### config.mk
export PLATFORM = sky130hd
export DESIGN_NAME = alu_bcd_sequencer
export DESIGN_NICKNAME = d
export VERILOG_FILES = /design/src/rtl/alu_seq_pkg.sv /design/src/rtl/bcd_shift_unit.sv /design/src/rtl/alu_bcd_sequencer.sv
export SDC_FILE = /design/constraint.sdc
export NUM_CORES = 1
export LEC_CHECK = 0
export CAP_MARGIN = 20
export CORE_MARGIN = 2
export CORE_UTILIZATION = 40
export CTS_CLUSTER_DIAMETER = 30
export DETAILED_ROUTE_END_ITERATION = 16
export GPL_TIMING_DRIVEN = 0
export PLACE_DENSITY = 0.65
export SLEW_MARGIN = 30
export SYNTH_ARGS = -nofsm -noshare
export SYNTH_HDL_FRONTEND = slang
export SYNTH_SLANG_ARGS = --single-unit
### constraint.sdc
create_clock -name clk -period 9.5 [get_ports clk]
set_clock_uncertainty 0.1 [all_clocks]
set_input_delay 1.425 -clock clk [delete_from_list [all_inputs] [get_ports clk]]
set_output_delay 1.425 -clock clk [all_outputs]
set_load 0.005 [all_outputs]
### src/rtl/alu_seq_pkg.sv
// Shared definitions for the ALU + BCD sequencer: default widths,
// opcode constants and the controller state encoding.
package alu_seq_pkg;

    localparam int DEF_DW = 5;
    localparam int DEF_RW = 10;
    localparam int DEF_ND = 3;

    localparam logic [2:0] OP_ZERO = 3'b000;
    localparam logic [2:0] OP_AND  = 3'b001;
    localparam logic [2:0] OP_OR   = 3'b010;
    localparam logic [2:0] OP_XOR  = 3'b011;
    localparam logic [2:0] OP_NOT  = 3'b100;
    localparam logic [2:0] OP_SUB  = 3'b101;
    localparam logic [2:0] OP_ADD  = 3'b110;
    localparam logic [2:0] OP_MUL  = 3'b111;

    typedef enum logic [1:0] {
        IDLE = 2'd0,
        CALC = 2'd1,
        CONV = 2'd2,
        DONE = 2'd3
    } seq_state_t;

endpackage

### src/rtl/bcd_shift_unit.sv
// Iterative double-dabble datapath: load clears the digits and captures the
// magnitude, each step adds 3 to digits >= 5 then shifts the whole chain
// {digits, magnitude} left by one bit.
module bcd_shift_unit
    import alu_seq_pkg::*;
#(
    parameter int RW = DEF_RW,
    parameter int ND = DEF_ND
) (
    input  logic            clk,
    input  logic            rst,
    input  logic            load,
    input  logic            step,
    input  logic [RW-1:0]   load_mag,
    output logic [4*ND-1:0] bcd
);

    logic [RW-1:0]      mag_q;
    logic [4*ND-1:0]    adj;
    logic [4*ND+RW-1:0] chain_next;

    // Add-3 correction on every digit, then the one-bit shift of the full chain
    always_comb begin
        adj = '0;
        for (int i = 0; i < ND; i++) begin
            if (bcd[4*i +: 4] >= 4'd5)
                adj[4*i +: 4] = bcd[4*i +: 4] + 4'd3;
            else
                adj[4*i +: 4] = bcd[4*i +: 4];
        end
        chain_next = {adj, mag_q} << 1;
    end

    // Digit and magnitude registers
    always_ff @(posedge clk or posedge rst) begin
        if (rst) begin
            mag_q <= '0;
            bcd   <= '0;
        end else if (load) begin
            mag_q <= load_mag;
            bcd   <= '0;
        end else if (step) begin
            bcd   <= chain_next[4*ND+RW-1:RW];
            mag_q <= chain_next[RW-1:0];
        end
    end

endmodule

### src/rtl/alu_bcd_sequencer.sv
// Multi-cycle sequencer: accepts (a, b, sel), computes the signed ALU result,
// converts its magnitude to three BCD digits one bit per cycle and holds the
// result until the consumer takes it.
// Optional: define ALU_OP_COUNT_EN to add an 8-bit completed-operation counter.
module alu_bcd_sequencer
    import alu_seq_pkg::*;
#(
    parameter int DW = DEF_DW,
    parameter int RW = DEF_RW
) (
    input  logic          clk,
    input  logic          rst,
    input  logic          in_valid,
    output logic          in_ready,
    input  logic [DW-1:0] in_a,
    input  logic [DW-1:0] in_b,
    input  logic [2:0]    in_sel,
    output logic          out_valid,
    input  logic          out_ready,
`ifdef ALU_OP_COUNT_EN
    output logic [7:0]    op_count,
`endif
    output logic [RW-1:0] out_y,
    output logic          out_sign,
    output logic [3:0]    out_hundreds,
    output logic [3:0]    out_tens,
    output logic [3:0]    out_ones
);

    localparam int CW = $clog2(RW);

    seq_state_t       state_q, state_d;
    logic [DW-1:0]    a_q, b_q;
    logic [2:0]       sel_q;
    logic [CW-1:0]    cnt_q;
    logic [RW-1:0]    a_ext, b_ext, alu_y, mag;
    logic             load, step;
    logic [4*DEF_ND-1:0] bcd;

    // State register
    always_ff @(posedge clk or posedge rst) begin
        if (rst) state_q <= IDLE;
        else     state_q <= state_d;
    end

    // Next-state logic and datapath strobes
    always_comb begin
        state_d = state_q;
        load    = 1'b0;
        step    = 1'b0;
        case (state_q)
            IDLE: if (in_valid) state_d = CALC;
            CALC: begin
                load    = 1'b1;
                state_d = CONV;
            end
            CONV: begin
                step = 1'b1;
                if (cnt_q == '0) state_d = DONE;
            end
            DONE: if (out_ready) state_d = IDLE;
            default: state_d = IDLE;
        endcase
    end

    // Capture the request operands on the accept cycle only
    always_ff @(posedge clk or posedge rst) begin
        if (rst) begin
            a_q   <= '0;
            b_q   <= '0;
            sel_q <= OP_ZERO;
        end else if (state_q == IDLE && in_valid) begin
            a_q   <= in_a;
            b_q   <= in_b;
            sel_q <= in_sel;
        end
    end

    // Signed ALU on operands sign-extended to the result width
    always_comb begin
        a_ext = {{(RW-DW){a_q[DW-1]}}, a_q};
        b_ext = {{(RW-DW){b_q[DW-1]}}, b_q};
        case (sel_q)
            OP_AND:  alu_y = a_ext & b_ext;
            OP_OR:   alu_y = a_ext | b_ext;
            OP_XOR:  alu_y = a_ext ^ b_ext;
            OP_NOT:  alu_y = ~a_ext;
            OP_SUB:  alu_y = a_ext - b_ext;
            OP_ADD:  alu_y = a_ext + b_ext;
            OP_MUL:  alu_y = a_ext * b_ext;
            default: alu_y = '0;
        endcase
        mag = alu_y[RW-1] ? (~alu_y + RW'(1)) : alu_y;
    end

    // Result register, loaded in CALC and held until the next CALC
    always_ff @(posedge clk or posedge rst) begin
        if (rst)                  out_y <= '0;
        else if (state_q == CALC) out_y <= alu_y;
    end

    // Conversion bit counter, one decrement per CONV cycle
    always_ff @(posedge clk or posedge rst) begin
        if (rst)                                 cnt_q <= '0;
        else if (state_q == CALC)                cnt_q <= CW'(RW-1);
        else if (state_q == CONV && cnt_q != '0) cnt_q <= cnt_q - 1'b1;
    end

    bcd_shift_unit #(.RW(RW), .ND(DEF_ND)) u_bcd (
        .clk      (clk),
        .rst      (rst),
        .load     (load),
        .step     (step),
        .load_mag (mag),
        .bcd      (bcd)
    );

`ifdef ALU_OP_COUNT_EN
    // Completed-handshake counter, wraps naturally at 8 bits
    always_ff @(posedge clk or posedge rst) begin
        if (rst)                         op_count <= 8'd0;
        else if (out_valid && out_ready) op_count <= op_count + 8'd1;
    end
`endif

    assign in_ready     = (state_q == IDLE);
    assign out_valid    = (state_q == DONE);
    assign out_sign     = out_y[RW-1];
    assign out_hundreds = bcd[11:8];
    assign out_tens     = bcd[7:4];
    assign out_ones     = bcd[3:0];

endmodule
; ---- Word-level counts from Yosys, hierarchy flattened
; Cells that the tools add are included.
[classes]
muxes = 17
n_lt_le_gt_ge = 3
n_mul = 1
div_mod_pow = 0
add_sub_neg = 7
n_shift = 0
reduce_logical = 8
eq_ne = 13
bitwise_logic = 5
[op_table]
columns = operator, count
row1 = $pmux W10 S7, 1
row2 = $mux W10, 3
row3 = $mux W12, 2
row4 = $not A10 Y10, 2
row5 = $mux W4, 4
row6 = $eq A3 B3 Y1 const B, 4
row7 = $ge A4 B3 Y1 const B, 3
row8 = $add A10 B1 Y10 const B, 1
row9 = $and A10 B10 Y10, 1
row10 = $mul A5 B5 Y10, 1
row11 = $or A10 B10 Y10, 1
row12 = $xor A10 B10 Y10, 1
row13 = $add A4 B2 Y4 const B, 2
row14 = $pmux W2 S4, 1
row15 = $add A5 B5 Y6, 1
row16 = $eq A3 B2 Y1 const B, 2
row17 = $mux W2, 3
row18 = $sub A5 B5 Y6, 1
row19 = $eq A2 B2 Y1 const B, 2
row20 = $logic_not A4 Y1, 1
row21 = $ne A2 B2 Y1 const B, 2
row22 = $reduce_bool A2 Y1, 2
row23 = $reduce_bool A4 Y1, 1
row24 = $sub A4 B1 Y4 const B, 1
row25 = 9 further kinds, 11
[totals]
out_inout_bits = 25
latchBits = 0
mem_bits_rw = 0
elab_cells = 62
mem_count = 0
rom_bits = 0
regBits = 51
in_bits = 17

; ---- Depth between registers and ports, before layout
; Gate-level depths: netlist of run 1.
[depth]
ltp_word = 6
ltp_mapped = 17
depth_no_buf = 17

; ---- Cells and area by module
; From an unflattened synthesis of run 1, not the netlist that was laid out.
[unflattened]
hier_cells = 475
hier_area_um2 = 4464.3
[modules_own_cells]
columns = mod, n_inst, seq_area_each_um2, area_each_um2, cells_each
row1 = alu_bcd_sequencer, 1, 725.7, 3249.4, 351
row2 = bcd_shift_unit, 1, 550.5, 1214.9, 124

; ---- Least setup slack after synthesis of run 1
; No wires, ideal clock.
[synth_path]
path_kind = reg-to-reg
startpoint = register a_q[2]
endpoint = register u_bcd.mag_q[2]
slack_ns = 5.163
n_path_buf = 0
required_time_ns = 9.263
synth_period_minus_slack_ns = 4.337
t_arrival_ns = 4.101
setup_ns = 0.137
stages_incl_launch_ff = 16
path_cell_list = dfrtp_1 > ha_1 > inv_1 > fa_1 > fa_1 > fa_1 > inv_1 > fa_1 > a211oi_1 > o21bai_1 > a21oi_1 > xnor2_1 > o21a_2 > or3_1 > a31oi_1 > a21oi_1
[synth_between]
elab_chain_cells = 6
elab_cells_between_ends = 12
classes_between = add/sub (3) / mul (1) / mux (3) / bitwise (5)
[synth_rtl]
columns = item, line
row1 = "start, declared", alu_bcd_sequencer.sv:33  ; logic [DW-1:0] a_q, b_q;
row2 = "start signal, assigned", alu_bcd_sequencer.sv:73  ; a_q <= in_a;
row3 = $mul A5 B5 Y10 (tied with other cells), alu_bcd_sequencer.sv:90  ; OP_MUL: alu_y = a_ext * b_ext;
row4 = $pmux W10 S7 (*), alu_bcd_sequencer.sv:83  ; case (sel_q)
row5 = $not A10 Y10, alu_bcd_sequencer.sv:93  ; mag = alu_y[RW-1] ? (~alu_y + RW'(1)) : alu_y;
row6 = $add A10 B1 Y10, alu_bcd_sequencer.sv:93
row7 = $mux W10 (*), alu_bcd_sequencer.sv:93
row8 = $mux W10 (*), bcd_shift_unit.sv:39  ; end else if (load) begin
row9 = "end signal, assigned", bcd_shift_unit.sv:40  ; mag_q <= load_mag;
row10 = "end signal, assigned", bcd_shift_unit.sv:44  ; mag_q <= chain_next[RW-1:0];
row11 = "end, declared", bcd_shift_unit.sv:18  ; logic [RW-1:0] mag_q;
; Every way passes the cells marked *; elsewhere a longest branch is shown, timed or not.
; A chain may end at the register's enable or synchronous reset.

; ---- Worst setup path after layout of run 1
[layout_path]
startpoint = register a_q[2]
endpoint = register u_bcd.mag_q[6]
; The elaborated chain is that of the path after synthesis.

==> out/summary.log, run 1 <==
[status] status completed
[critical_path] Setup crit start a_q[2]
[clocking] clock transition at the registers of the reported paths 0.10 ns
[critical_path] worst r2r path cells 15
[clocking] CTS Root Buffer Type sky130_fd_sc_hd__clkbuf_8
[critical_path] worst-case register-to-register setup slack 4.71 ns
[timing] transition time at the pin with the least slew margin 0.600 ns
[cells_and_area] area added between synthesis and finish 16.7%
[floorplan] Initial Utilization 40.7%
[global_route] pin count of the biggest net entering global routing 39
[timing] setup repair after global routing missed its margin false
[cells_and_area] number of antenna diodes 0
[critical_path] highest fanout seen on the critical path 6
[clocking] clk_lat worst skew 0.31 ns
[cells_and_area] highest-count cells in the layout ignoring fill and taps 62 x sky130_fd_sc_hd__inv_1, 51 x sky130_fd_sc_hd__dfrtp_1, 46 x sky130_fd_sc_hd__nor2_1
[clocking] TritonCTS clock tree built
[timing] final setup violating endpoints 0
[timing] Final min period 4.79 ns
[logic_synthesis] mean post-synth cell area 9.19 sq um
[timing] total negative slack 0 ns
[critical_path] Critical Path Start Type flip-flop
[logic_synthesis] yosys warns 0
[critical_path] Worst Path Arrival 4.90 ns
[global_route] Global Route Usage Sum 18.0%
[logic_synthesis] post-synthesis instance area 0.00437 sq mm
[timing] final number of hold-violating endpoints 0
[floorplan] vertical die dimension 109 um
[critical_path] WS Path Type flip-flop to flip-flop
[logic_synthesis] fraction of synthesized cell area taken by the top area cell type 29.2%
[placement] count of input and output buffers 41
[logic_synthesis] async set-or-reset flop fraction in the synthesized netlist 100%
[flow_run] Max Cap Viol 0
[cells_and_area] Final #Nets 605
[timing] highest achievable clock rate 209 MHz
[critical_path] data required time at the worst endpoint 9.61 ns
[routing] drt via density 5.30
[clocking] Longest Clk Path Bufs 2
[critical_path] FF-to-FF End u_bcd.mag_q[6]
[global_route] global-route wire length before repair 17,000 um
[clocking] post-cts sizing count 0
[placement] Final Wtd Congestion 0.894
[floorplan] Die X-Extent 109 um
[floorplan] Cell Rows 38
[floorplan] num ports 42
[logic_synthesis] Post-Syn Nets 556
[timing] period utilisation layout 50.4%
[critical_path] Worst setup EP type flip-flop
[critical_path] origin of the critical flop-to-flop path a_q[2]
[routing] vias after detailed routing 3,528
[routing] number of DRC markers in iteration 0 239
[logic_synthesis] top cells by area, synth sky130_fd_sc_hd__dfrtp_1 29%, sky130_fd_sc_hd__ha_1 13%, sky130_fd_sc_hd__fa_1 8.7%
[cells_and_area] filler cell count in the final layout 1,062
[routing] Post-route DRC 0
[cells_and_area] fraction of final layout cells sized beyond drive strength 1 8.75%
[routing] number of routed nets with antenna violations 0
[floorplan] total die area 0.0118 sq mm
[routing] Detailed Route WL 10,100 um
[logic_synthesis] proportion of synthesized chip area in sequential cells 29.2%
[logic_synthesis] area leader, netlist sky130_fd_sc_hd__dfrtp_1
[global_route] initial antenna violation count 0
[global_route] grt ovf 0
[global_route] via count of the first global-routing pass 3,584
[clocking] number of buffers inserted for hold repair after clock tree synthesis 0
[worst_hold_path] worst hold path class flip-flop to flip-flop
[logic_synthesis] count of mapped cells out of synthesis 476
[critical_path] capturing element of the worst setup path u_bcd.mag_q[6]
[floorplan] core region area 0.0107 sq mm
[clocking] total clock buffers created by CTS 5
[timing] count of final max-slew check failures 0
[clocking] Clock Sink Count 51
[routing] wire length per cell 15.1 um
[routing] iteration count of the initial detailed-routing pass 4
[logic_synthesis] number of register bits inferred by synthesis 51
[clocking] number of levels in the clock H-tree 2
[timing] Relative slew margins 60.0%
[clocking] number of post-CTS setup repair buffers 0
[logic_synthesis] number of different library cells in the post-synthesis netlist 68
[placement] hpwl dp 7900 um
[cells_and_area] most common cell after layout, fill and taps aside sky130_fd_sc_hd__inv_1
[logic_synthesis] Post-synth EDFFs 0
[logic_synthesis] top_reg_cell synth sky130_fd_sc_hd__dfrtp_1
layout make-up:
class	instances	area (sq um)	area share, %
timing repair buffer	42	430	8.44
clock inverter	2	38.8	0.760
multi-input combinational	340	2740	53.7
buffer	21	119	2.33
tap	140	175	3.43
clock buffer	6	82.6	1.62
inverter	64	243	4.76
sequential	51	1280	25.0
how the worst min path moves through the flow:
stage,from,end,slack [ns],depth (start not counted)
2_1_floorplan,u_bcd.mag_q[9],u_bcd.bcd[0],0.34,2
3_3_place_gp,u_bcd.mag_q[1],u_bcd.mag_q[1],0.38,2
3_5_place_dp,u_bcd.mag_q[1],u_bcd.mag_q[1],0.39,2
4_1_cts,u_bcd.mag_q[1],u_bcd.mag_q[1],0.41,2
5_1_grt,u_bcd.mag_q[1],u_bcd.mag_q[1],0.45,2
6_report,u_bcd.mag_q[1],u_bcd.mag_q[1],0.41,2
synthesized netlist by cell type (4+ instances only):
cell and instances:
sky130_fd_sc_hd__nand2b_1 9, sky130_fd_sc_hd__nor3_1 5, sky130_fd_sc_hd__a21o_1 6, sky130_fd_sc_hd__a21oi_1 30
sky130_fd_sc_hd__xor2_1 6, sky130_fd_sc_hd__a31oi_1 8, sky130_fd_sc_hd__nand4_1 4, sky130_fd_sc_hd__nor2b_1 10
sky130_fd_sc_hd__o21ai_0 14, sky130_fd_sc_hd__o21ai_1 4, sky130_fd_sc_hd__xnor2_1 16, sky130_fd_sc_hd__buf_6 4
sky130_fd_sc_hd__nand3_1 11, sky130_fd_sc_hd__or3_1 4, sky130_fd_sc_hd__inv_1 63, sky130_fd_sc_hd__clkbuf_1 12
sky130_fd_sc_hd__o22ai_1 9, sky130_fd_sc_hd__dfrtp_1 51, sky130_fd_sc_hd__mux2_2 14, sky130_fd_sc_hd__fa_1 19
sky130_fd_sc_hd__o31ai_1 5, sky130_fd_sc_hd__ha_1 44, sky130_fd_sc_hd__nor2_1 46, sky130_fd_sc_hd__nand2_1 20
critical path, stage by stage, from the launching register on:
cell,delay (ns)
sky130_fd_sc_hd__dfrtp_1,0.49
sky130_fd_sc_hd__ha_1,0.35
sky130_fd_sc_hd__inv_1,0.09
sky130_fd_sc_hd__fa_1,0.48
sky130_fd_sc_hd__fa_1,0.53
sky130_fd_sc_hd__fa_1,0.54
sky130_fd_sc_hd__inv_1,0.06
sky130_fd_sc_hd__fa_1,0.48
sky130_fd_sc_hd__a211oi_1,0.25
sky130_fd_sc_hd__o21bai_1,0.10
sky130_fd_sc_hd__a21oi_1,0.17
sky130_fd_sc_hd__xnor2_1,0.13
sky130_fd_sc_hd__o21ai_1,0.40
sky130_fd_sc_hd__o31a_1,0.23
sky130_fd_sc_hd__nor3_1,0.05
sky130_fd_sc_hd__a211o_1,0.23
cell families (layout without fill, tap and decap cells):
kind of cell	after synthesis	after routing	share of synthesized area (%)
and+or+nand+nor	130	130	15.7
DFF	51	51	29.2
AOI/OAI and AO/OA	108	108	16.5
buffers and inverters	85	135	8.21
adders and majority gates	63	63	21.3
xor gates and xnor gates	22	22	4.41
muxes	17	17	4.69
flip-flops by register name, summed over array words and instances, names as in the netlist:
register / flops
u_bcd.bcd: 12
cnt_q: 4
b_q: 5
a_q: 5
state_q: 2
sel_q: 3
out_y: 10
u_bcd.mag_q: 10
per-layer routing:
metal  track usage (%)  part of all wire (%)
met1              23.2                    44
met2              32.6                    51
met3              2.29                   4.2
met4              2.93                  0.89
met5                 0                     0
metrics by stage:
stage / hold slack, ns / setup slack [ns] / instances / util [%] / area, sq um
floorplan: 0.342 / 5.16 / 476 / - / 4370
detailed placement: 0.385 / 4.72 / 658 / 46.4 / 4980
global route: 0.449 / 4.40 / 666 / 47.5 / 5100
global placement: 0.377 / 4.73 / 657 / 46.1 / 4960
CTS: 0.413 / 4.71 / 666 / 47.5 / 5100
finish: 0.412 / 4.71 / 666 / 47.5 / 5100
Power of run 1 is left out: the tool's default activity adds up to more than one toggle a clock period on the data nets, which glitch-free logic cannot reach.
==> run 2, diff against run 1 <==
Clock period 9.5 ns to 4.6 ns, I/O delays scaled along.
==> run 2 against run 1 <==
Effect of this change:
- register-to-register slack worse by 4.5 ns
- via count is 1.7% higher
- final cell count is 1.7% higher
- maximum frequency is 8.6% higher
- sequential share of layout area is 0.66 points lower
- core utilization is 1.6 points higher
- first-iteration DRC count is 6.3% lower
- die area stayed put
- hold slack better by 0.0028 ns
==> out/summary.log, run 2 (synthesized netlist as in run 1, its figures left out) <==
[placement] placed insts 658
[clocking] TritonCTS clock tree built
[timing] final number of hold-violating endpoints 0
[cells_and_area] most flop-heavy register u_bcd.bcd
[timing] period utilisation layout 95.9%
[cells_and_area] Final #Nets 616
[clocking] clock transition at the registers of the reported paths 0.10 ns
[cells_and_area] leading registers by flop count u_bcd.bcd (12), out_y (10), u_bcd.mag_q (10)
[clocking] Clock Sink Count 51
[floorplan] Initial Utilization 40.7%
[routing] number of DRC markers in iteration 0 224
[routing] wire length per cell 15.2 um
[critical_path] Critical Path Start Type flip-flop
[global_route] initial antenna violation count 0
[cells_and_area] flip-flop count of the largest register after layout 12
[critical_path] worst path cell trace ha_1 > fa_1 > inv_1 > fa_1 > fa_1 > inv_1 > ha_1 > o21ai_0 > o21bai_1 > a21oi_2 > xnor2_2 > o21a_2 > buf_4 > or3_1 > nand2_1 > o31ai_1
[timing] Relative slew margins 61.1%
[cells_and_area] area added between synthesis and finish 20.6%
[clocking] CTS Root Buffer Type sky130_fd_sc_hd__clkbuf_8
[clocking] clk_lat worst skew 0.31 ns
[timing] count of final max-slew check failures 0
[critical_path] Worst setup EP type flip-flop
[clocking] number of levels in the clock H-tree 2
[global_route] Global Route Usage Sum 18.0%
[timing] Final min period 4.41 ns
[floorplan] total die area 0.0118 sq mm
[cells_and_area] most common cell after layout, fill and taps aside sky130_fd_sc_hd__inv_1
[global_route] via count of the first global-routing pass 3,569
[global_route] pin count of the biggest net entering global routing 39
[routing] drt via density 5.30
[placement] count of input and output buffers 41
[cells_and_area] number of antenna diodes 0
[critical_path] maximum cell stage delay along the critical path 0.52 ns
[floorplan] Cell Rows 38
[cells_and_area] fraction of final layout cells sized beyond drive strength 1 14.7%
[clocking] number of buffers inserted for hold repair after clock tree synthesis 0
[critical_path] data required time at the worst endpoint 4.70 ns
[critical_path] highest fanout seen on the critical path 6
[placement] Final Wtd Congestion 0.894
[global_route] grt ovf 0
[routing] Detailed Route WL 10,300 um
[floorplan] Die X-Extent 109 um
[critical_path] critical path's slowest cell sky130_fd_sc_hd__fa_1
[timing] final setup violating endpoints 0
[critical_path] Worst Path Arrival 4.51 ns
[routing] Post-route DRC 0
[cells_and_area] post-layout instance count excluding filler cells 677
[status] status completed
[clocking] Longest Clk Path Bufs 2
[routing] iteration count of the initial detailed-routing pass 5
[clocking] total clock buffers created by CTS 5
[worst_hold_path] worst hold path class flip-flop to flip-flop
[flow_run] Max Cap Viol 0
[floorplan] core region area 0.0107 sq mm
[placement] hpwl dp 7900 um
[critical_path] most numerous cell on the critical path sky130_fd_sc_hd__fa_1
[timing] total negative slack 0 ns
[timing] highest achievable clock rate 227 MHz
[cells_and_area] highest-count cells in the layout ignoring fill and taps 54 x sky130_fd_sc_hd__inv_1, 45 x sky130_fd_sc_hd__dfrtp_1, 44 x sky130_fd_sc_hd__nor2_1
[timing] transition time at the pin with the least slew margin 0.584 ns
[critical_path] WS Path Type flip-flop to flip-flop
[floorplan] vertical die dimension 109 um
[routing] number of routed nets with antenna violations 0
[floorplan] num ports 42
[global_route] global-route wire length before repair 17,000 um
[routing] vias after detailed routing 3,589
run 2: worst paths after layout:
check / startpoint / to / slack (ns) / cells after the start
max: a_q[3] / u_bcd.mag_q[3] / 0.19 / 16
min: u_bcd.mag_q[1] / u_bcd.mag_q[1] / 0.41 / 2
max reg2reg: a_q[3] / u_bcd.mag_q[3] / 0.19 / 16
min reg2reg: u_bcd.mag_q[1] / u_bcd.mag_q[1] / 0.41 / 2
max in group asynchronous: rst / u_bcd.bcd[9] / 3.42 / 3
min in group asynchronous: rst / sel_q[0] / 0.53 / 2
run 2: cell type report:
type	instances	area (sq um)
Sequential cell	51	1280
Timing Repair Buffer	53	526
Inverter	64	256
Multi-Input combinational cell	340	2790
Buffer	21	119
Tap cell	140	175
Clock buffer	6	82.6
Clock inverter	2	38.8
Fill cell	1037	5470
run 2: what timing repair did:
item / 4_1_cts / 5_1_grt
setup buffers: 0 / 11
endpoints found under the setup margin: 8 / 9
pin swaps: 0 / 6
gates resized for setup: 9 / 19
run 2: per-layer routing:
metal / GRT usage, % / share of wire (%) / wire, um
met1: 23.3 / 44 / 4460
met2: 32.6 / 51 / 5250
met3: 2.29 / 4.5 / 462
met4: 2.75 / 0.76 / 78
met5: 0 / 0 / 0
run 2: per-stage QoR:
| stage | hold slack [ns] | util [%] | worst slack [ns] | area (sq um) |
|---|---|---|---|---|
| after floorplan | 0.342 | - | 0.263 | 4370 |
| after global placement | 0.377 | 46.1 | -0.172 | 4960 |
| after detailed placement | 0.385 | 46.4 | -0.175 | 4980 |
| after CTS | 0.413 | 47.7 | 0.00723 | 5120 |
| after global routing | 0.449 | 49.1 | -0.0114 | 5270 |
| final | 0.415 | 49.1 | 0.190 | 5270 |
run 2: worst max-delay path, delay by kind of cell, from the launching register on:
family                   cells  cell delay, ns
adder cells (fa/ha/maj)      5            2.16
XOR/XNOR                     1            0.10
buffers and inverters        3            0.25
AND/OR/NAND/NOR              2            0.43
flip-flops                   1            0.47
AO/OA/AOI/OAI                5            0.81
Power of run 2 is left out for the same reason.
